### src/rtl/uart_frame_pkg.sv
// Shared types and defaults for the telemetry frame scheduler.
package uart_frame_pkg;

   typedef enum logic {
      IDLE = 1'b0,
      SEND = 1'b1
   } state_e;

   localparam int DEF_N_CH   = 6;
   localparam int DEF_DATA_W = 12;
   localparam int DEF_TAG_W  = 4;

   function automatic int frame_w(input int tag_w, input int data_w);
      return tag_w + data_w;
   endfunction

endpackage

### src/rtl/uart_frame_sched_rr_arbiter.sv
// Channel selector: channel 0 always wins, channels 1..N_CH-1 rotate after the pointer.
module rr_arbiter #(
   parameter int N_CH  = 6,
   parameter int PTR_W = 3
) (
   input  logic [N_CH-1:0]  req_i,
   input  logic [PTR_W-1:0] ptr_i,
   output logic [PTR_W-1:0] gnt_o,
   output logic             gnt_valid_o
);

   logic [N_CH-1:0] upper_req;

   always_comb begin
      upper_req   = '0;
      gnt_o       = '0;
      gnt_valid_o = |req_i;
      for (int i = 1; i < N_CH; i++) begin
         upper_req[i] = req_i[i] && (PTR_W'(i) > ptr_i);
      end
      if (!req_i[0]) begin
         // Lowest requester overall is the wrap-around fallback; a requester above the pointer overrides it.
         for (int i = N_CH - 1; i >= 1; i--) begin
            if (req_i[i]) gnt_o = PTR_W'(i);
         end
         for (int i = N_CH - 1; i >= 1; i--) begin
            if (upper_req[i]) gnt_o = PTR_W'(i);
         end
      end
   end

endmodule

### src/rtl/uart_frame_sched.sv
// Change-driven telemetry frame scheduler: sends {channel, payload} whenever a
// channel differs from its last-sent copy, with a channel-0 keepalive.
module uart_frame_sched
   import uart_frame_pkg::*;
#(
   parameter int N_CH          = DEF_N_CH,
   parameter int DATA_W        = DEF_DATA_W,
   parameter int TAG_W         = DEF_TAG_W,
   parameter int KEEPALIVE_CYC = 1000000
) (
   input  logic                    clk,
   input  logic                    rst_n,
   input  logic                    en,
   input  logic [N_CH*DATA_W-1:0]  ch_data,
   input  logic                    frame_ready,
   output logic                    frame_valid,
   output logic [TAG_W+DATA_W-1:0] frame_data
);

   localparam int FRAME_W            = frame_w(TAG_W, DATA_W);
   localparam int PTR_W              = $clog2(N_CH);
   localparam int KA_W               = (KEEPALIVE_CYC > 1) ? $clog2(KEEPALIVE_CYC) : 1;
   localparam bit KA_EN              = (KEEPALIVE_CYC != 0);
   localparam logic [KA_W-1:0] KA_LAST = KA_W'(KEEPALIVE_CYC - 1);

   if (N_CH < 2 || N_CH > 16 || N_CH > (1 << TAG_W)) begin : g_bad_cfg
      $error("uart_frame_sched: N_CH must be 2..16 and representable in TAG_W bits");
   end

   state_e             state_q;
   logic               frame_valid_q;
   logic [FRAME_W-1:0] frame_data_q;
   logic [DATA_W-1:0]  shadow_q [N_CH];
   logic [N_CH-1:0]    force_q;
   logic [PTR_W-1:0]   ptr_q;
   logic [KA_W-1:0]    ka_cnt_q;

   logic [N_CH-1:0]    pending_d;
   logic [PTR_W-1:0]   gnt_idx_d;
   logic               gnt_vld_d;
   logic [DATA_W-1:0]  gnt_data_d;
   logic               grant_d;

   always_comb begin
      pending_d = '0;
      for (int i = 0; i < N_CH; i++) begin
         pending_d[i] = (ch_data[i*DATA_W +: DATA_W] != shadow_q[i]) || force_q[i];
      end
   end

   rr_arbiter #(
      .N_CH  (N_CH),
      .PTR_W (PTR_W)
   ) u_arb (
      .req_i       (pending_d),
      .ptr_i       (ptr_q),
      .gnt_o       (gnt_idx_d),
      .gnt_valid_o (gnt_vld_d)
   );

   // Payload is captured from the live input at grant time, so repeated changes collapse into one frame.
   assign gnt_data_d = ch_data[int'(gnt_idx_d)*DATA_W +: DATA_W];
   assign grant_d    = (state_q == IDLE) && en && gnt_vld_d;

   always_ff @(posedge clk or negedge rst_n) begin
      if (!rst_n) begin
         state_q       <= IDLE;
         frame_valid_q <= 1'b0;
         frame_data_q  <= '0;
         for (int i = 0; i < N_CH; i++) shadow_q[i] <= '0;
         force_q       <= '1;
         ptr_q         <= '0;
         ka_cnt_q      <= '0;
      end else begin
         case (state_q)
            IDLE: begin
               if (grant_d) begin
                  frame_data_q          <= {TAG_W'(gnt_idx_d), gnt_data_d};
                  shadow_q[gnt_idx_d]   <= gnt_data_d;
                  force_q[gnt_idx_d]    <= 1'b0;
                  if (gnt_idx_d != '0) ptr_q <= gnt_idx_d;
                  ka_cnt_q              <= '0;
                  frame_valid_q         <= 1'b1;
                  state_q               <= SEND;
               end else if (KA_EN && en && !(|pending_d)) begin
                  if (ka_cnt_q == KA_LAST) begin
                     ka_cnt_q   <= '0;
                     force_q[0] <= 1'b1;
                  end else begin
                     ka_cnt_q <= ka_cnt_q + KA_W'(1);
                  end
               end
            end
            SEND: begin
               if (frame_ready) begin
                  frame_valid_q <= 1'b0;
                  state_q       <= IDLE;
               end
            end
            default: state_q <= IDLE;
         endcase
      end
   end

   assign frame_valid = frame_valid_q;
   assign frame_data  = frame_data_q;

endmodule

### config.mk
export PLATFORM = sky130hd
export DESIGN_NAME = uart_frame_sched
export DESIGN_NICKNAME = d
export VERILOG_FILES = /design/src/rtl/uart_frame_pkg.sv /design/src/rtl/uart_frame_sched_rr_arbiter.sv /design/src/rtl/uart_frame_sched.sv
export SDC_FILE = /design/constraint.sdc
export NUM_CORES = 1
export LEC_CHECK = 0
export ABC_CLOCK_PERIOD_IN_PS = 3430
export CAP_MARGIN = 20
export CORE_MARGIN = 10
export CORE_UTILIZATION = 55
export DETAILED_ROUTE_END_ITERATION = 16
export PLACE_DENSITY = 0.8
export SYNTH_ARGS = -nofsm -noshare
export SYNTH_HDL_FRONTEND = slang
export SYNTH_SLANG_ARGS = --single-unit
### constraint.sdc
create_clock -name clk -period 3.43 [get_ports clk]
set_input_delay 0.8575 -clock clk [delete_from_list [all_inputs] [get_ports clk]]
set_output_delay 0.8575 -clock clk [all_outputs]
set_load 0.01 [all_outputs]
== Word-level counts from Yosys, hierarchy flattened ==
Index checks and enable logic that the tools add are counted.

* Bits in registers: 118
* Latch bits: 0
* RAM bits: 0
* ROM bits: 0
* Bits of input ports: 76
* Output and inout port bits: 17
* Word-level logic and storage cells: 92
* Memories: 0

* Add/subtract/negate cells: 1
* Multipliers: 1
* Div/mod/pow operators: 0
* Order comparisons: 9
* Eq/ne operators: 9
* Shift-type cells: 1
* Multiplexer cells: 28
* Bitwise operators: 4
* Reductions and logical operators: 26

{| class="wikitable"
|+ Operators by type and width
! operator !! number
|-
| $bwmux 72 || 1
|-
| $ne 12x12->1 || 6
|-
| $shiftx 72x8->12 || 1
|-
| $mux 20 || 3
|-
| $demux 12 s3 || 1
|-
| $mux 3 || 11
|-
| $add 20x1->20 const B || 1
|-
| $eq 20x20->1 const B || 1
|-
| $mux 12 || 1
|-
| $logic_and 1x1->1 || 10
|-
| $mux 1 || 8
|-
| $and 6x6->6 || 1
|-
| $gt 2x3->1 const A || 2
|-
| $gt 3x3->1 const A || 2
|-
| $logic_or 1x1->1 || 6
|-
| $not 6->6 || 1
|-
| $reduce_and 2->1 || 3
|-
| $reduce_and 3->1 || 2
|-
| $reduce_or 6->1 || 1
|-
| $mul 3x2->5 const B || 1
|-
| $ge 4x4->1 const B || 1
|-
| $lt 3x4->1 const B || 1
|-
| $lt 4x1->1 const B || 1
|-
| $ne 2x2->1 const B || 2
|-
| other kinds (9) || 11
|}

== Logic depth before layout (Yosys ltp) ==
* Word-level depth: 20
* Mapped depth: 10
* Mapped depth without buffers: 8

== By module ==
Synthesis repeated with hierarchy kept, for this count alone.

* Cell total of the unflattened synthesis: 625
* Area total of the unflattened synthesis: 6454.9 µm²

{| class="wikitable"
|+ By module, submodules not included
! module !! times used !! cells an instance !! area each (µm²) !! sequential area each (µm²)
|-
| uart_frame_sched || 1 || 599 || 6264.8 || 2960.3
|-
| rr_arbiter || 1 || 26 || 190.2 || 0.0
|}

== Worst setup path before layout ==
Ideal clock, no wire load.

* Kind: input port to flip-flop
* Start: input port ch_data[24]
* End: register shadow_q[10] (netlist bit)
* Library setup time: 0.125 ns
* Arrival time: 3.057 ns
* Slack: 0.248 ns
* Cell stages on the path: 9
* Buffers on the path: 1
* Cells stage by stage: xor2_1 nor4_1 nand4_2 o31ai_1 and4_1 nand2_1 nor2_2 buf_2 mux2_2

* Cells in the longest elaborated chain, start to end: 16
* Elaborated cells on any way between the ends: 23
* Classes of those cells: mul: 1; order compare: 2; eq/ne: 1; shift: 1; mux: 11; bitwise: 1; reduce/logical: 6

{| class="wikitable"
|+ RTL lines
! what !! RTL line !! source
|-
| start, declared || uart_frame_sched.sv:14 || <nowiki>input logic [N_CH*DATA_W-1:0] ch_data,</nowiki>
|-
| $ne 12x12->1 (*) || uart_frame_sched.sv:47 || <nowiki>pending_d[i] = (ch_data[i*DATA_W +: DATA_W] != shadow_q[i]) || force_q[i];</nowiki>
|-
| $logic_or 1x1->1 (*) || uart_frame_sched.sv:47 ||
|-
| branches (longest 14 deep; another with $mul 3x2->5) || n/a ||
|-
| end signal, assigned by index || uart_frame_sched.sv:79 || <nowiki>shadow_q[gnt_idx_d] <= gnt_data_d;</nowiki>
|-
| end, declared || uart_frame_sched.sv:33 || <nowiki>logic [DATA_W-1:0] shadow_q [N_CH];</nowiki>
|}

Mark *: on every way between the ends.
A chain may end at the register's enable or synchronous reset.

== Worst setup path in the final report ==
* Start: input port ch_data[1]
* End: register frame_data_q[2] (netlist: frame_data[2])

* Cells in the longest elaborated chain, start to end: 5
* Elaborated cells on any way between the ends: 8
* Classes of those cells: mul: 1; eq/ne: 1; shift: 1; mux: 1; reduce/logical: 4

{| class="wikitable"
|+ RTL lines
! what !! RTL line !! source
|-
| $ne 12x12->1 (*) || uart_frame_sched.sv:47 ||
|-
| $logic_or 1x1->1 (*) || uart_frame_sched.sv:47 ||
|-
| $mux 3 / $reduce_or 6->1 (equally long branches) || uart_frame_sched_rr_arbiter.sv:21, uart_frame_sched_rr_arbiter.sv:17 ||
|-
| $mul 3x2->5 / $logic_and 1x1->1 (equally long branches) || uart_frame_sched.sv:62, uart_frame_sched.sv:63 ||
|-
| $shiftx 72x8->12 / $reduce_and 2->1 (equally long branches) || n/a ||
|-
| end signal, assigned || uart_frame_sched.sv:78 || <nowiki>frame_data_q <= {TAG_W'(gnt_idx_d), gnt_data_d};</nowiki>
|-
| end, declared || uart_frame_sched.sv:32 || <nowiki>logic [FRAME_W-1:0] frame_data_q;</nowiki>
|}

Mark *: on every way between the ends. The rest lies on a longest branch, timed or not.

==> metrics <==
core area=~12,000 um^2; Post-Place Cells=between 900 and 1,000; Final HPWL DP=15.5 mm; Reg2Reg Depth=10; max_slew headroom=approximately half; ys async rst share=100%; Tmin final=between 3 and 4 ns; CTS hold repair buffers=0; Yosys top cell area share=between 40% and 50%; fraction of final layout cells sized beyond drive strength 1=~34%; CTS clk-pin slew, worst paths=0.06 ns; final hold viol count=0; Gate power share=between 10% and 20%; vias per cell=6.42; CTS tree=done; Pwr Total=between 4000 and 5000 uW; vias in the first global route=between 6,000 and 7,000; Pint=3050 uW; H-tree levels=4; total clock sinks=approximately 120; number of synthesized flops with an enable pin=0; syn_nets=approximately 700; clock share of power=46.4%; period utilization=101%; slowest cell on the critical path=clkdlybuf4s50_1; total die area=between 15,000 and 20,000 um^2; # IOs=93; CP max FO=9; initial antenna violation count=0; synthesized flop and latch total=roughly 120; first-pass GRT wire length=roughly 34 mm; mapped cell area=~6700 um^2; 1st-pass router iterations=5; commonest cells in the netlist=dfrtp_1 (112), xor2_1 (57), mux2_2 (52); Initial DRC Count=639; Hold Crit Start=force_q[3]$_DFFE_PN1P_; final setup fails=5; R2R setup slack=0.29 ns; # DRC=0; # rows=40; Syn Area/Cell=between 10 and 15 um^2; R2R Path End=shadow_q[25]$_DFFE_PN0P_; post-synth top area cell=dfrtp_1; Fillers=about 640; GRT Util Overall=a little over a quarter; Final TNS setup=-0.0321 ns; Sw Pwr=about 1000 uW; antenna-violating nets left=0; final WL=between 20 and 25 mm; worst path cell trace=clkdlybuf4s50_1 -> xnor2_1 -> nand4_1 -> or3_1 -> or2_4 -> a211o_1 -> or2_4 -> buf_4 -> a2111oi_4 -> o31ai_1; worst min-delay path endpoint=force_q[3]$_DFFE_PN1P_; I/O Buffers=91; max incr delay on CP=about 0.48 ns; max_cap viols=0; reg2reg start=shadow_q[0]$_DFFE_PN0P_; CP Data Arrival Time=roughly 3.7 ns; Root Driver=clkbuf_16; final net count=between 900 and 1,000; Seq/Total Area, Yosys=44.0%; Area growth, synth to finish=46.9%; status=finished, violations left; Ys Warns=0; switching share of power=roughly a quarter; failing checks=negative setup slack; most frequent CP cell=or2_4; sequential power share=38.1%; Final GP Congestion=roughly 0.98; DR vias=between 6,000 and 7,000; starting density of the core=between 50% and 60%; worst path bufs/invs=2; Distinct cells, synth=68; pre-CTS setup slack=-0.756 ns; Die W=between 100 and 150 um; P_leak=slightly below 0.005 uW; count leader, synth=dfrtp_1; worst-margin pin slew=about 0.75 ns; Power Density=412 nW/um^2; dominant synthesized flop cell=dfrtp_1; Setup WS post-layout=-0.0198 ns; GRT Residual Overflow=0; WHS Path Cells=1; CTS max path bufs=2; Chip Height=between 100 and 150 um; crit-path leading delay family=simple AND/OR/NAND/NOR gates; Clk Latency, worst-skew pair=between 0.4 and 0.5 ns; Worst EP required=~3.7 ns; Hold WC Path Type=flop to flop; Layout Cells excl Fill=~1,000; Setup Skew=0.00922 ns; Setup Crit Path Kind=input pin to flop; Post-Synthesis Cells=630; synth top area cells=dfrtp_1 (42%), mux2_2 (8.7%), xor2_1 (7.4%), xnor2_1 (3.4%), mux2_1 (3.3%); routed len/inst=roughly 24 um; final slew viol count=0; Hold WS=0.488 ns; CTS Buf Count=17; Max IR drop VDD=roughly 0.00035 V; Max Fclk=~290 MHz; pin count of the biggest net entering global routing=56; Critical Path End Type=flop; CP Launch Type=input pin
## area by class of cell
cell class | count | area [um^2] | area share, %
inverters | 8 | 30.0 | 0.304
diodes | 1 | 2.50 | 0.0253
clock buffers | 21 | 460 | 4.65
clock inverters | 10 | 153 | 1.54
well taps | 147 | 184 | 1.86
repair buffers | 218 | 2090 | 21.1
flip-flops and latches | 118 | 2960 | 29.9
multi-input cells | 478 | 4010 | 40.6
## how the worst max path moves through the flow
stage | startpoint | to | slack [ns] | depth (start not counted)
floorplan | ch_data[24] | shadow_q[10]$_DFFE_PN0P_ | 0.25 | 9
global placement | ch_data[20] | frame_data[0]$_DFFE_PN0P_ | -0.74 | 12
detailed placement | ch_data[20] | frame_data[0]$_DFFE_PN0P_ | -0.76 | 12
CTS | ch_data[43] | shadow_q[37]$_DFFE_PN0P_ | 0.001 | 12
global route | ch_data[41] | frame_data[5]$_DFFE_PN0P_ | -0.05 | 14
finish | ch_data[1] | frame_data[2]$_DFFE_PN0P_ | -0.02 | 10
## per-layer routing
metal  wire length, um  track usage (%)
met4              1090             10.7
met2             11600             42.9
met3              2070             6.73
met1              9270             32.4
met5                 0                0
## placed cells by master (no fill, tap or decap), types with 7 or more instances in the layout
cell / synthesis / final
dlymetal6s2s_1: 0 / 31
a32o_1: 7 / 7
buf_12: 0 / 8
xnor2_1: 26 / 16
o21ai_0: 10 / 10
nor3b_1: 25 / 19
xnor2_2: 0 / 10
xor2_1: 57 / 51
nand2_1: 43 / 41
o21ai_1: 17 / 16
clkdlybuf4s50_1: 0 / 58
and3_1: 12 / 12
mux2_1: 20 / 19
o31ai_1: 11 / 10
nand3_1: 15 / 13
buf_4: 2 / 110
mux2_2: 52 / 52
buf_6: 2 / 9
nor3_1: 24 / 19
or2_1: 18 / 15
inv_1: 8 / 8
clkbuf_16: 0 / 18
or3_1: 7 / 7
nand4_1: 7 / 7
dfrtp_1: 112 / 112
nor2_1: 28 / 25
## through the flow
stage / area (um^2) / utilization (%)
after detailed placement: 8610 / 71.6
after global routing: 9890 / 82.3
after global placement: 8610 / 71.6
after CTS: 9330 / 77.7
after floorplan: 6730 / -
final: 9890 / 82.4
## power by group through the flow
stage                     Combinational, uW  Clock [uW]  Sequential, uW
after floorplan                         233           0            1570
after global placement                  565           0            1570
after detailed placement                581           0            1570
after CTS                               593        1900            1550
after global routing                    675        1970            1560
final                                   632        1890            1550
## sequential cells by signal (all words and copies together) (netlist names)
| name | cells |
|---|---|
| frame_data | 15 |
| frame_valid | 1 |
| ptr_q | 3 |
| shadow_q | 72 |
| state_q | 1 |
| ka_cnt_q | 20 |
| force_q | 6 |
## cells by family after synthesis
family,count (synthesis),synth area share [%]
other,1,0.0557
AND/OR/NAND/NOR,221,19.2
AO/OA/AOI/OAI,97,11.1
multiplexers,72,12.0
flip-flops,118,44.0
adder cells (fa/ha/maj),1,0.186
XOR/XNOR,83,10.8
buffers and inverters,37,2.64
## what timing repair did
action | CTS | global route
cloned | 0 | 4
resized for setup | 20 | 94
pin swaps | 7 | 30
setup buffers | 4 | 12
setup endpoints to repair | 70 | 106
No activity file was read; power rests on OpenSTA's default activity.
